File: src/rtl/rv_alu_pkg.sv
// Shared ALU encodings and the ID/EX payload layout.
package rv_alu_pkg;

  localparam int unsigned XLEN       = 32;
  localparam int unsigned REG_ADDR_W = 5;
  localparam int unsigned ALU_CTL_W  = 3;

  // ALU function selects
  localparam logic [ALU_CTL_W-1:0] ALU_ADD  = 3'b000;
  localparam logic [ALU_CTL_W-1:0] ALU_SUB  = 3'b001;
  localparam logic [ALU_CTL_W-1:0] ALU_NOT  = 3'b010;
  localparam logic [ALU_CTL_W-1:0] ALU_SLL  = 3'b011;
  localparam logic [ALU_CTL_W-1:0] ALU_SRL  = 3'b100;
  localparam logic [ALU_CTL_W-1:0] ALU_AND  = 3'b101;
  localparam logic [ALU_CTL_W-1:0] ALU_OR   = 3'b110;
  localparam logic [ALU_CTL_W-1:0] ALU_SLTU = 3'b111;

  // Main-decoder ALU operation classes
  localparam logic [1:0] ALUOP_ADD   = 2'b00;
  localparam logic [1:0] ALUOP_SUB   = 2'b01;
  localparam logic [1:0] ALUOP_FUNCT = 2'b10;
  localparam logic [1:0] ALUOP_NOT   = 2'b11;

  // RV32 funct3 values
  localparam logic [2:0] FUNCT3_ADD  = 3'b000;
  localparam logic [2:0] FUNCT3_SLL  = 3'b001;
  localparam logic [2:0] FUNCT3_SLT  = 3'b010;
  localparam logic [2:0] FUNCT3_SLTU = 3'b011;
  localparam logic [2:0] FUNCT3_XOR  = 3'b100;
  localparam logic [2:0] FUNCT3_SRL  = 3'b101;
  localparam logic [2:0] FUNCT3_OR   = 3'b110;
  localparam logic [2:0] FUNCT3_AND  = 3'b111;

  // Everything latched into EX; an all-zero value is a bubble
  typedef struct packed {
    logic                  valid;
    logic [ALU_CTL_W-1:0]  alu_control;
    logic                  illegal;
    logic [REG_ADDR_W-1:0] rd;
    logic                  regwrite;
    logic                  memread;
    logic                  use_imm;
    logic [REG_ADDR_W-1:0] rs1;
    logic [REG_ADDR_W-1:0] rs2;
    logic [XLEN-1:0]       rs1_data;
    logic [XLEN-1:0]       rs2_data;
    logic [XLEN-1:0]       imm;
  } ex_reg_t;

endpackage

File: src/rtl/alu_op_decoder.sv
// Combinational translation of alu_op/funct3/funct7b5 into the ALU select.
module alu_op_decoder
  import rv_alu_pkg::*;
(
  input  logic [1:0]           alu_op,
  input  logic [2:0]           funct3,
  input  logic                 funct7b5,
  input  logic                 is_rtype,
  output logic [ALU_CTL_W-1:0] alu_control,
  output logic                 illegal
);

  // Decode table; unsupported funct3 values fall back to add and flag illegal
  always_comb begin
    alu_control = ALU_ADD;
    illegal     = 1'b0;
    case (alu_op)
      ALUOP_ADD: alu_control = ALU_ADD;
      ALUOP_SUB: alu_control = ALU_SUB;
      ALUOP_NOT: alu_control = ALU_NOT;
      default: begin
        case (funct3)
          FUNCT3_ADD:  alu_control = (is_rtype && funct7b5) ? ALU_SUB : ALU_ADD;
          FUNCT3_SLL:  alu_control = ALU_SLL;
          FUNCT3_SRL:  alu_control = ALU_SRL;
          FUNCT3_AND:  alu_control = ALU_AND;
          FUNCT3_OR:   alu_control = ALU_OR;
          FUNCT3_SLTU: alu_control = ALU_SLTU;
          default:     illegal     = 1'b1;
        endcase
      end
    endcase
  end

endmodule

File: src/rtl/id_ex_operand_stage.sv
// ID/EX pipeline register with funct decode, operand forwarding and load-use detection.
module id_ex_operand_stage
  import rv_alu_pkg::*;
(
  input  logic                  clk,
  input  logic                  reset,
  input  logic                  id_valid,
  input  logic [XLEN-1:0]       id_rs1_data,
  input  logic [XLEN-1:0]       id_rs2_data,
  input  logic [XLEN-1:0]       id_imm,
  input  logic [REG_ADDR_W-1:0] id_rs1,
  input  logic [REG_ADDR_W-1:0] id_rs2,
  input  logic [REG_ADDR_W-1:0] id_rd,
  input  logic [1:0]            id_alu_op,
  input  logic [2:0]            id_funct3,
  input  logic                  id_funct7b5,
  input  logic                  id_is_rtype,
  input  logic                  id_use_imm,
  input  logic                  id_regwrite,
  input  logic                  id_memread,
  input  logic                  stall,
  input  logic                  flush,
  input  logic [REG_ADDR_W-1:0] exmem_rd,
  input  logic                  exmem_regwrite,
  input  logic [XLEN-1:0]       exmem_result,
  input  logic [REG_ADDR_W-1:0] memwb_rd,
  input  logic                  memwb_regwrite,
  input  logic [XLEN-1:0]       memwb_wdata,
  output logic [XLEN-1:0]       ex_a,
  output logic [XLEN-1:0]       ex_b,
  output logic [ALU_CTL_W-1:0]  ex_alu_control,
  output logic [REG_ADDR_W-1:0] ex_rd,
  output logic                  ex_regwrite,
  output logic                  ex_memread,
  output logic                  ex_valid,
  output logic                  ex_illegal,
  output logic                  load_use_stall
);

  ex_reg_t              ex_q;
  ex_reg_t              ex_d;
  logic [ALU_CTL_W-1:0] dec_control;
  logic                 dec_illegal;
  logic                 fwd_a_exmem, fwd_a_memwb;
  logic                 fwd_b_exmem, fwd_b_memwb;
  logic [XLEN-1:0]      rs2_fwd;

  alu_op_decoder u_decoder (
    .alu_op      (id_alu_op),
    .funct3      (id_funct3),
    .funct7b5    (id_funct7b5),
    .is_rtype    (id_is_rtype),
    .alu_control (dec_control),
    .illegal     (dec_illegal)
  );

  // Assemble the next EX payload from the ID fields
  always_comb begin
    ex_d             = '0;
    ex_d.valid       = id_valid;
    ex_d.alu_control = dec_control;
    ex_d.illegal     = dec_illegal;
    ex_d.rd          = id_rd;
    ex_d.regwrite    = id_regwrite;
    ex_d.memread     = id_memread;
    ex_d.use_imm     = id_use_imm;
    ex_d.rs1         = id_rs1;
    ex_d.rs2         = id_rs2;
    ex_d.rs1_data    = id_rs1_data;
    ex_d.rs2_data    = id_rs2_data;
    ex_d.imm         = id_imm;
  end

  // Load in EX whose result the instruction in ID needs next cycle
  always_comb begin
    load_use_stall = ex_q.valid && ex_q.memread && (ex_q.rd != '0) && id_valid &&
                     ((ex_q.rd == id_rs1) || ((ex_q.rd == id_rs2) && !id_use_imm));
  end

  // Pipeline register: flush beats stall, stall beats the load-use bubble
  always_ff @(posedge clk or posedge reset) begin
    if (reset) begin
      ex_q <= '0;
    end else if (flush) begin
      ex_q <= '0;
    end else if (!stall) begin
      if (load_use_stall) begin
        ex_q <= '0;
      end else begin
        ex_q <= ex_d;
      end
    end
  end

  // Forwarding mux; EX/MEM takes precedence and x0 is never forwarded
  always_comb begin
    fwd_a_exmem = exmem_regwrite && (exmem_rd != '0) && (exmem_rd == ex_q.rs1);
    fwd_a_memwb = memwb_regwrite && (memwb_rd != '0) && (memwb_rd == ex_q.rs1);
    fwd_b_exmem = exmem_regwrite && (exmem_rd != '0) && (exmem_rd == ex_q.rs2);
    fwd_b_memwb = memwb_regwrite && (memwb_rd != '0) && (memwb_rd == ex_q.rs2);

    if (fwd_a_exmem)      ex_a = exmem_result;
    else if (fwd_a_memwb) ex_a = memwb_wdata;
    else                  ex_a = ex_q.rs1_data;

    if (fwd_b_exmem)      rs2_fwd = exmem_result;
    else if (fwd_b_memwb) rs2_fwd = memwb_wdata;
    else                  rs2_fwd = ex_q.rs2_data;

    ex_b = ex_q.use_imm ? ex_q.imm : rs2_fwd;
  end

  // Registered control outputs
  always_comb begin
    ex_alu_control = ex_q.alu_control;
    ex_rd          = ex_q.rd;
    ex_regwrite    = ex_q.regwrite;
    ex_memread     = ex_q.memread;
    ex_valid       = ex_q.valid;
    ex_illegal     = ex_q.illegal;
  end

endmodule
File: config.mk
export PLATFORM = sky130hd
export DESIGN_NAME = id_ex_operand_stage
export DESIGN_NICKNAME = d
export VERILOG_FILES = /design/src/rtl/rv_alu_pkg.sv /design/src/rtl/alu_op_decoder.sv /design/src/rtl/id_ex_operand_stage.sv
export SDC_FILE = /design/constraint.sdc
export NUM_CORES = 1
export LEC_CHECK = 0
export BUFFER_PORTS_ARGS = -buffer_cell sky130_fd_sc_hd__buf_2
export CORE_UTILIZATION = 46
export CTS_CLUSTER_SIZE = 12
export DETAILED_ROUTE_END_ITERATION = 7
export PLACE_DENSITY = 0.81
export SYNTH_ARGS = -nofsm -noshare
export SYNTH_HDL_FRONTEND = slang
export SYNTH_SLANG_ARGS = --single-unit
File: constraint.sdc
create_clock -name clk -period 4.14 [get_ports clk]
set_input_delay 0.828 -clock clk [delete_from_list [all_inputs] [get_ports clk]]
set_output_delay 0.828 -clock clk [all_outputs]
set_load 0.02 [all_outputs]
==> Word level (Yosys, flattened, before mapping) <==
Cells that the tools add are included.
Widths: inputs -> output; s select.
{ "totals": {"regBits": 119, "inputBits": 202, "out_inout_bits": 77, "word_cells": 60} }
{ "classes": {"eq_ne": 14, "n_mux": 13, "reduce_logical": 21} }
{ "ops": {"columns": ["cell", "n"], "rows": [
  ["$mux 119", 3],
  ["$mux 32", 5],
  ["$eq 5x5->1", 6],
  ["$pmux 3 s6", 1],
  ["$reduce_bool 5->1", 3],
  ["$logic_and 1x1->1", 12],
  ["$eq 3x3->1 const B", 3],
  ["$pmux 3 s3", 1],
  ["$reduce_or 6->1", 1],
  ["$eq 3x1->1 const B", 1],
  ["$eq 3x2->1 const B", 1],
  ["$logic_not 3->1", 1],
  ["$mux 1", 3],
  ["$reduce_or 3->1", 1],
  ["$eq 2x1->1 const B", 1],
  ["$eq 2x2->1 const B", 1],
  ["$logic_not 2->1", 1],
  ["$ne 2x1->1 const B", 1],
  ["$logic_not 1->1", 1],
  ["$logic_or 1x1->1", 1]
]} }

==> Logic depth before layout (Yosys ltp) <==
Gate-level depths: netlist of run 1.
{ "depth": {"ltp_word": 7, "ltp_mapped": 8, "mapped_depth_nobuf": 5} }

==> By module <==
A second synthesis of run 1 with hierarchy kept.
{ "unflattened": {"cells_unflattened": 912, "area_unflattened_um2": 7928.9} }
{ "modules_own_cells": {"columns": ["mod", "n_inst", "cells_per_inst", "area_per_inst_um2", "seq_area_each_um2"], "rows": [
  ["id_ex_operand_stage", 1, 898, 7831.3, 2977.9],
  ["alu_op_decoder", 1, 14, 97.6, 0.0]
]} }

==> Least setup slack after synthesis of run 1 <==
No wires, ideal clock.
{ "synth_path": {"path_kind": "input port to output port", "startpoint": "in memwb_rd[1]", "endpoint": "out ex_b[10]", "t_arrival_ps": 2548, "t_required_ps": 3312, "setup_slack_ps": 764, "cell_stages": 7, "n_path_buf": 2, "cell_sequence": "or4_1 > o21a_1 > buf_6 > nand3_2 > buf_4 > a221oi_1 > o31ai_1"} }
{ "synth_between": {"elab_chain_cells": 6, "elab_cells_between_ends": 7, "cone_classes": "1 x eq/ne; 3 x mux; 3 x reduce/logical"} }
{ "synth_rtl": {"columns": ["item", "line", "rtl"], "rows": [
  ["start: declaration", "id_ex_operand_stage.sv:26", "input logic [REG_ADDR_W-1:0] memwb_rd,"],
  ["$reduce_bool 5->1", "id_ex_operand_stage.sv:100", "fwd_b_memwb = memwb_regwrite && (memwb_rd != '0) && (memwb_rd == ex_q.rs2);"],
  ["$logic_and 1x1->1", "id_ex_operand_stage.sv:100", null],
  ["$logic_and 1x1->1 *", "id_ex_operand_stage.sv:100", null],
  ["$mux 32 *", "id_ex_operand_stage.sv:107", "else if (fwd_b_memwb) rs2_fwd = memwb_wdata;"],
  ["$mux 32 *", "id_ex_operand_stage.sv:106", "if (fwd_b_exmem) rs2_fwd = exmem_result;"],
  ["$mux 32 *", "id_ex_operand_stage.sv:110", "ex_b = ex_q.use_imm ? ex_q.imm : rs2_fwd;"],
  ["end: declaration", "id_ex_operand_stage.sv:30", "output logic [XLEN-1:0] ex_b,"]
]} }
Every way passes the cells marked *; elsewhere a longest branch is shown, timed or not.

==> Final worst setup path of run 1 <==
{ "layout_path": {"startpoint": "in exmem_rd[0]", "endpoint": "out ex_b[19]"} }
{ "layout_between": {"elab_chain_cells": 5, "elab_cells_between_ends": 6, "cone_classes": "1 x eq/ne; 2 x mux; 3 x reduce/logical"} }
{ "layout_rtl": {"columns": ["item", "line", "rtl"], "rows": [
  ["start: declaration", "id_ex_operand_stage.sv:23", "input logic [REG_ADDR_W-1:0] exmem_rd,"],
  ["$reduce_bool 5->1", "id_ex_operand_stage.sv:99", "fwd_b_exmem = exmem_regwrite && (exmem_rd != '0) && (exmem_rd == ex_q.rs2);"],
  ["$logic_and 1x1->1", "id_ex_operand_stage.sv:99", null],
  ["$logic_and 1x1->1 *", "id_ex_operand_stage.sv:99", null],
  ["$mux 32 *", "id_ex_operand_stage.sv:106", null],
  ["$mux 32 *", "id_ex_operand_stage.sv:110", null]
]} }
Marks and branches as above.

==> key figures, run 1 <==
Power and ir drop
  – VDD IR max: roughly 0.00027 V
  – Power per Cell Area: 352 nW/um^2
  – Leakage: 0.00493 uW

Place
  – Post-place setup slack: about 0.037 ns
  – Number of buffers added on ports: 278
  – Routability cong.: 0.964
  – DP Wirelength: 18500 um
  – Placed instance area: 9260 sq um

STA
  – Final worst slack: approximately 0.32 ns
  – Hold Violations, Final: 0
  – Period utilisation layout: 0.923
  – RSZ-0062 raised after global routing: false
  – Crit path time final: between 3 and 4 ns
  – Setup_tns: 0 ns
  – Final Setup Violations: 0
  – Slew margin rel.: 0.188
  – Tightest Pin Transition: approximately 1.2 ns
  – Hold_ws: around 0.48 ns
  – Clk_skew: 0.0116 ns
  – Slew Viols, Final: 0
  – Max Clock Freq: 262 MHz

Logic synthesis
  – Synthesized instance count: 910
  – Mapped Nets: around 1100
  – Post-synthesis area per instance: between 8 and 9 sq um
  – Yosys top cell by area: dfrtp_1
  – Post-synth top area share: 0.377
  – #FFs+latches synth: 119
  – Yosys cell types: 33
  – Area contributors post-synth: dfrtp_1 (38%), o41ai_1 (13%), nand3b_1 (11%), inv_1 (5.6%), mux2i_1 (4.2%)
  – Post-synthesis instance area: 7910 sq um
  – Seq/Total Area, Yosys: 0.377
  – YS warnings: 0

GRT
  – Vias in the first global route: 7416
  – Initial antenna violation count: 5
  – First-pass GRT wire length: 41900 um
  – Routing usage on met2: 0.451
  – Met3 usage: 0.0693
  – Largest net degree at the start of global routing: roughly 190
  – Met1 Usage GRT: 0.439
  – GRT Util Overall: 0.306
  – Busiest grt layer: met2
  – Grt ovf: 0

Setup path
  – Crit Reg-Reg Startpoint: ex_rd[4]
  – Setup crit start: exmem_rd[0]
  – R2R depth: 6
  – Crit start category: primary input
  – CP Max Fanout: 17
  – Worst setup path endpoint: ex_b[19]
  – Reg-to-reg endpoint: ex_q[86]
  – WP data arrival: 2.99 ns
  – Crit path required time: 3.31 ns
  – Critical Path Sink Type: output pin
  – Worst R2R Setup Slack: approximately 1.9 ns
  – Critical path class: primary input to output pin

Route
  – Via count: 7982
  – Routed Antenna Nets: 0
  – WL final: 27200 um
  – WL/cell: 20.2 um
  – DR pass1 iterations: 7
  – Drt drc: 0
  – Initial drt markers: 851
  – DR vias/cell: 5.92

CTS
  – CTS max path bufs: 2
  – Number of CTS-inserted buffers: 17
  – Worst-Skew Late Latency: 0.41 ns
  – Post_cts resized: 0
  – TritonCTS clock tree: yes
  – Post CTS Setup Buffer Count: 0
  – CTS sink cnt: ~120
  – H-tree levels: 4
  – Reg clk slew, reported paths: 0.06 ns
  – Clk root buf: clkbuf_16
  – Hold Buf Count CTS: 0

Cells and area
  – Area Growth Syn to Fin: 25.2%
  – Final instance area: 9900 sq um
  – Core Util, Final: 0.593
  – Layout cells sized above 1: 0.297
  – # nets final: between 1000 and 1500

Floorplan
  – # rows: 47
  – Die height: 133 um
  – Initial Utilization: 0.474
  – I/O pin count: 279
  – Total Die Area: 17700 sq um
  – Core area: approximately 17000 sq um
  – Die X: 133 um

Worst hold path
  – Hold crit path type: register to register

Job
  – MaxCap Viol Count: 0

Run status
  – Status: finished, final reports clean
cells by family after synthesis:
group	synth area share
AO/OA/AOI/OAI	0.222
XOR/XNOR	0.0354
adder cells (fa/ha/maj)	0.00127
buffers and inverters	0.121
flip-flops	0.377
multiplexers	0.0418
AND/OR/NAND/NOR	0.202
flip-flops by register name, summed over array words and instances, names as in the netlist:
name            count
ex_regwrite         1
ex_illegal          1
ex_memread          1
ex_alu_control      3
ex_valid            1
ex_q              107
ex_rd               5
cell type report:
class	instances	area, sq um
sequential	119	2980
multi-input combinational	563	4000
inverter	117	442
fill	1536	6800
timing repair buffer	292	1570
tap	220	275
clock buffer	19	453
antenna	5	12.5
clock inverter	13	169
worst max-delay path, stage by stage:
cell	delay (ns)
buf_2	0.13
xnor2_1	0.15
nand4_1	0.19
nor3_4	0.67
buf_4	0.37
a221oi_1	0.09
o31ai_1	0.33
buf_2	0.23
Yosys cell counts, drive strengths merged:
cell    number
nand2       42
nand4        1
dfrtp      119
nor4b        1
o21ai        5
o41ai      116
nor4         1
and4         1
nor3         5
or3          1
mux2i       33
nand3b     114
a21oi       33
o21a         1
a221oi      32
inv        117
and3        32
xor2        21
nor2        68
nor2b        1
xnor2       11
buf         34
clkbuf      77
o31ai       33
or4          4
nand3        3
nor3b        1
maj3         1
a32oi        1
a31oi        1
worst min path at each step:
stage	to	cells after the start	slack (ns)	start
after CTS	ex_q[95]	2	0.48	ex_q[95]
after floorplan	ex_q[95]	2	0.44	ex_q[95]
after global placement	ex_regwrite	2	0.45	ex_regwrite
after global routing	ex_q[95]	2	0.50	ex_q[95]
after detailed placement	ex_illegal	2	0.46	ex_illegal
final	ex_q[95]	2	0.48	ex_q[95]
metrics by stage:
stage / cells / power (uW)
after global placement: 1311 / 1930
after global routing: 1346 / 3610
after CTS: 1343 / 3490
after detailed placement: 1311 / 1940
final: 1348 / 3480
after floorplan: 910 / 1670
per-layer routing:
layer  share of wire  up-vias
li1                -     3719
met5         0.00048        -
met2            0.44      406
met1            0.45     3781
met3           0.078       74
met4           0.031        2
power by group:
group / switching, uW / internal, uW / leakage, uW
Clock: 572 / 985 / 0.000304
Sequential: 60.2 / 1230 / 0.00158
Combinational: 383 / 253 / 0.00304
Total: 1020 / 2470 / 0.00493
cell usage in the layout, fill, tap and decap left out, drive strengths merged, types with 3 or more instances in the layout:
| cell type | netlist | layout |
|---|---|---|
| mux2i | 33 | 33 |
| o21ai | 5 | 5 |
| a221oi | 32 | 32 |
| and3 | 32 | 32 |
| inv | 117 | 119 |
| a21oi | 33 | 33 |
| diode | 0 | 5 |
| o31ai | 33 | 33 |
| o41ai | 116 | 116 |
| buf | 34 | 292 |
| xor2 | 21 | 21 |
| dfrtp | 119 | 119 |
| nand2 | 42 | 42 |
| nand3 | 3 | 3 |
| nand3b | 114 | 114 |
| or4 | 4 | 4 |
| bufinv | 0 | 3 |
| xnor2 | 11 | 11 |
| nor3 | 5 | 5 |
| nor2 | 68 | 68 |
| clkbuf | 77 | 19 |
| clkinv | 0 | 7 |
Note: power is estimated with default switching activity, not from simulation.
==> inputs of run 2 (changes only) <==
Settings changed: SETUP_SLACK_MARGIN from default to 0.05, TNS_END_PERCENT from default to 100.
Clock period 4.14 ns to 3.4 ns, I/O delays scaled along.
==> run 2 against run 1 <==
Effect of this change:
- critical path depth fell by 1
- die area did not move
- first-iteration DRC count rose by 1.4%
- combinational power rose by 24%
- clock-buffer cell count rose by 1
- sequential power rose by 22%
- global-route usage rose by 0.89 points
- core utilization rose by 0.80 points
- clock power rose by 24%
- wire length rose by 2.3%
- critical path type unchanged
==> key figures, run 2 (synthesized netlist as in run 1, its figures left out) <==
Cells and area
  – Commonest non-fill, non-tap cell in the layout: buf_2
  – Area Growth Syn to Fin: 26.9%
  – Layout Cells excl Fill: 1364
  – Core Util, Final: 0.601
  – Largest register FFs: 107
  – Layout cells sized above 1: 0.303
  – Final instance area: 10000 sq um
  – # nets final: 1323
  – Fillers: 1550
  – Reg with most FFs: ex_q
  – Most frequent cells in the layout: buf_2 (276), dfrtp_1 (118), inv_1 (116), o41ai_1 (116), nand3b_1 (114)

Setup path
  – Critical Path Sink Type: output pin
  – WP data arrival: 2.62 ns
  – Crit path required time: 2.72 ns
  – Cell repeated most along the worst path: buf_2
  – Buf/Inv on CP: 2
  – Critical path class: primary input to output pin
  – Slowest stage cell, crit path: or4_1
  – CP max stage delay: 0.51 ns
  – CP Max Fanout: 32
  – Crit-path leading delay family: simple AND/OR/NAND/NOR gates
  – Crit start category: primary input
  – Worst-path cell chain: buf_2 > or4_1 > o21a_1 > and4_4 > mux2i_1 > a21oi_1 > buf_2

Route
  – WL/cell: 20.4 um
  – Via count: 8169
  – DR pass1 iterations: 5
  – Drt drc: 0
  – DR vias/cell: 5.99
  – DR top layer: met5
  – Met1 wire length: approximately 12000 um
  – WL met3: ~2300 um
  – Initial drt markers: around 860
  – WL final: 27900 um
  – Routed Antenna Nets: 0
  – Met2 WL: 12300 um

Power and ir drop
  – Power per Cell Area: 428 nW/um^2
  – Leakage: 0.00499 uW
  – Final Power: 4300 uW
  – VDD IR max: 0.000369 V

CTS
  – Number of CTS-inserted buffers: 17
  – H-tree levels: 4
  – TritonCTS clock tree: yes
  – Hold Buf Count CTS: 0
  – Reg clk slew, reported paths: 0.07 ns
  – Worst-Skew Late Latency: 0.42 ns
  – CTS max path bufs: 2
  – CTS sink cnt: 119
  – Clk root buf: clkbuf_16

STA
  – Slew margin rel.: 0.359
  – Hold Violations, Final: 0
  – Final Setup Violations: 0
  – Slew Viols, Final: 0
  – Clk_skew: 0.0170 ns
  – Final worst slack: roughly 0.097 ns
  – Crit path time final: 3.30 ns
  – RSZ-0062 raised after global routing: false
  – Max Clock Freq: a little over 300 MHz
  – Period utilisation layout: 0.971
  – Tightest Pin Transition: between 0.9 and 1 ns

GRT
  – Grt ovf: 0
  – Vias in the first global route: 7705
  – Initial antenna violation count: 11
  – GRT Util Overall: 0.315
  – First-pass GRT wire length: 43400 um
  – Largest net degree at the start of global routing: 157

Floorplan
  – I/O pin count: 279
  – Die X: 133 um
  – Die height: roughly 130 um
  – Total Die Area: about 18000 sq um
  – # rows: 47
  – Core area: between 15000 and 20000 sq um
  – Initial Utilization: 0.474

Place
  – Placed instance area: 9360 sq um
  – Routability cong.: ~0.94
  – Post-place setup slack: -0.167 ns
  – Placed cell count: 1321
  – DP Wirelength: 19100 um
  – Number of buffers added on ports: roughly 280

Job
  – MaxCap Viol Count: 0

Worst hold path
  – Hold crit path type: primary input to async pin

Run status
  – Status: finished, final reports clean
## run 2: cell count changes in the layout (fill, tap and decap cells not counted), sizes merged, moves of 2 or more
| cell | delta |
|---|---|
| buf | +11 |
| diode | +5 |
| clkinvlp | +3 |
| inv | -3 |
| clkinv | -2 |
## run 2: final timing paths
| path | end | from | cells after the start | slack, ns |
|---|---|---|---|---|
| worst min register to register | ex_alu_control[2] | ex_alu_control[2] | 2 | 0.47 |
| worst max register to register | ex_q[74] | ex_rd[4] | 6 | 0.94 |
| worst max-delay path | ex_a[6] | memwb_rd[1] | 7 | 0.1 |
| worst min-delay path | ex_rd[0] | reset | 2 | 0.39 |
| min in group clk | ex_alu_control[2] | ex_alu_control[2] | 2 | 0.47 |
| max in group asynchronous | ex_q[2] | reset | 3 | 2.19 |
## run 2: power by group
| group | leakage [uW] | switching (uW) | internal [uW] |
|---|---|---|---|
| clock network | 0.000302 | 677 | 1260 |
| logic | 0.00310 | 470 | 319 |
| registers | 0.00158 | 71.3 | 1500 |
| total | 0.00499 | 1220 | 3080 |
## run 2: area by class of cell
cell class              count  area, sq um  share of cell area
inverters                 117          443              0.0441
flip-flops and latches    119         2980               0.297
diodes                     10         25.0             0.00249
clock inverters            12          175              0.0175
multi-input cells         563         4000               0.399
clock buffers              20          457              0.0455
repair buffers            303         1680               0.167
well taps                 220          275              0.0274
## run 2: repair_timing
action                     4_1_cts  5_1_grt
gates resized for setup          1        1
pin swaps                        1        0
setup endpoints to repair       32        4
setup buffers                    1        0
## run 2: metrics by stage
step	hold WS, ns	setup TNS (ns)
floorplan	0.443	0
global placement	0.453	-0.247
detailed placement	0.466	-0.839
CTS	0.423	0
global route	0.464	0
finish	0.391	0
## run 2: metal layers
| metal | vias up | global-route usage |
|---|---|---|
| li1 | 3746 | - |
| met1 | 3923 | 0.448 |
| met2 | 423 | 0.460 |
| met3 | 75 | 0.0742 |
| met4 | 2 | 0.130 |
| met5 | - | 0 |
==> inputs of run 3 (changes only) <==
Settings changed: BUFFER_PORTS_ARGS -buffer_cell sky130_fd_sc_hd__buf_2 to default, CORE_UTILIZATION 46 to 59, DONT_BUFFER_PORTS from default to 1.
==> run 3 against run 2 <==
Effect of this change:
- non-clock buffer count is 221 lower
- total power shrank 6.9%
- clock power shrank 6%
- highest routed layer is now met4
==> key figures, run 3 (synthesized netlist as in run 1, its figures left out) <==
Setup path
  – Worst-path cell chain: xnor2_1 > nand3_1 > or4_2 > buf_12 > nor2_1 > a21oi_1 > buf_4
  – R2R depth: 6
  – CP Max Fanout: 64
  – WP data arrival: 2.59 ns
  – Critical path class: register to output pin
  – Slowest stage cell, crit path: or4_2
  – Crit start category: register
  – Crit Reg-Reg Startpoint: ex_rd[4]
  – Reg-to-reg endpoint: ex_q[62]
  – Crit path required time: 2.72 ns
  – CP max stage delay: 0.69 ns
  – Worst R2R Setup Slack: 0.68 ns
  – Critical Path Sink Type: output pin

Route
  – DR pass1 iterations: 6
  – Routed Antenna Nets: 0
  – Via count: 7432
  – WL/cell: 24.7 um
  – DR vias/cell: 6.86
  – Drt drc: 0
  – Initial drt markers: between 1000 and 1500
  – WL final: 26800 um

STA
  – Slew Viols, Final: 0
  – Slew margin rel.: 0.194
  – Period utilisation layout: 0.963
  – Final Setup Violations: 0
  – Setup_tns: 0 ns
  – Max Clock Freq: around 310 MHz
  – Tightest Pin Transition: approximately 1.2 ns
  – RSZ-0062 raised after global routing: false
  – Clk_skew: slightly above 0.008 ns
  – Crit path time final: 3.27 ns
  – Hold Violations, Final: 0

Floorplan
  – Die X: 118 um
  – Total Die Area: around 14000 sq um
  – Die height: around 120 um
  – # rows: 41
  – I/O pin count: between 200 and 300
  – Core area: 12800 sq um
  – Initial Utilization: 0.617

Cells and area
  – # nets final: 1102
  – Most frequent cells in the layout: dfrtp_1 (118), inv_1 (116), o41ai_1 (116)
  – Commonest non-fill, non-tap cell in the layout: dfrtp_1
  – Layout cells sized above 1: 0.130
  – Largest register FFs: 107
  – Area Growth Syn to Fin: 12.4%
  – Area of the multi-input gates: 4000 sq um
  – N_diodes: 0
  – Fillers: roughly 1000
  – Reg with most FFs: ex_q
  – Register Area: just under 3000 sq um

Worst hold path
  – Hold crit path type: primary input to async pin

GRT
  – Grt ovf: 0
  – Vias in the first global route: 7029
  – First-pass GRT wire length: 41100 um
  – Largest net degree at the start of global routing: 234
  – GRT Util Overall: 0.387
  – Initial antenna violation count: 0

Job
  – MaxCap Viol Count: 0

Power and ir drop
  – VDD IR max: 0.000423 V
  – Power per Cell Area: ~450 nW/um^2
  – Final Power: 4000 uW
  – Leakage: 0.00408 uW

CTS
  – Clk root buf: clkbuf_16
  – Worst-Skew Late Latency: 0.43 ns
  – CTS sink cnt: 119
  – CTS max path bufs: 2
  – H-tree levels: 4
  – TritonCTS clock tree: yes
  – Number of CTS-inserted buffers: 17
  – Reg clk slew, reported paths: 0.05 ns

Place
  – DP Wirelength: 18100 um
  – Routability cong.: 0.919
  – Number of buffers added on ports: 0

Run status
  – Status: finished, final reports clean
-- run 3: cell types whose count changed in the layout (fill, tap and decap cells not counted), sizes merged --
| cell | before | now |
|---|---|---|
| bufinv | 4 | 3 |
| diode | 10 | 0 |
| clkinvlp | 4 | 3 |
| clkinv | 5 | 4 |
| clkbuf | 20 | 22 |
| buf | 303 | 82 |
-- run 3: worst max path at each step --
stage	slack [ns]	to	start	cells after the start
after floorplan	0.32	ex_b[10]	memwb_rd[1]	7
after global placement	0.14	ex_b[4]	exmem_rd[4]	7
after detailed placement	0.04	ex_b[5]	exmem_rd[3]	7
after CTS	0.09	ex_b[5]	ex_q[99]	7
after global routing	0.09	ex_b[18]	memwb_rd[1]	6
final	0.13	ex_a[10]	ex_q[101]	7
-- run 3: repair_timing --
item / 4_1_cts / 5_1_grt
endpoints found under the setup margin: 21 / 21
resized for setup: 1 / 0
pin swaps: 0 / 1
hold buffers: 0 / 0
setup buffers: 0 / 2
-- run 3: report_power, final --
part           total, uW  switching, uW  leakage (uW)  internal, uW
Clock               1830            650      0.000286          1180
Sequential          1580           87.6       0.00158          1500
Combinational        586            328       0.00221           259
-- run 3: critical path: cells and delay by family, from the launching register on --
kind | cells | cell delay, ns
compound gates | 1 | 0.07
xor+xnor | 1 | 0.19
buf+inv | 2 | 0.38
flops | 1 | 0.44
simple gates | 3 | 1.02
-- run 3: cell type report --
cell class,instances,share of cell area
multi-input cells,563,0.450
flip-flops and latches,119,0.335
repair buffers,82,0.0749
clock buffers,22,0.0522
inverters,117,0.0498
well taps,172,0.0242
clock inverters,9,0.0141
-- run 3: metrics by stage --
stage | utilization | setup WS, ns | hold slack (ns) | cell area [sq um] | instances
2_1_floorplan | - | 0.320 | 0.443 | 7910 | 910
3_3_place_gp | 0.645 | 0.138 | 0.466 | 8270 | 1051
3_5_place_dp | 0.645 | 0.0405 | 0.491 | 8270 | 1051
4_1_cts | 0.691 | 0.0867 | 0.174 | 8860 | 1082
5_1_grt | 0.693 | 0.0868 | 0.198 | 8890 | 1084
6_report | 0.693 | 0.125 | 0.168 | 8890 | 1084
-- run 3: metal layers --
layer | routed length [um] | vias up | GRT usage
li1 | - | 3284 | -
met1 | 10800 | 3556 | 0.529
met2 | 12100 | 514 | 0.580
met3 | 2720 | 78 | 0.0979
met4 | 1120 | 0 | 0.172
met5 | 0 | - | 0
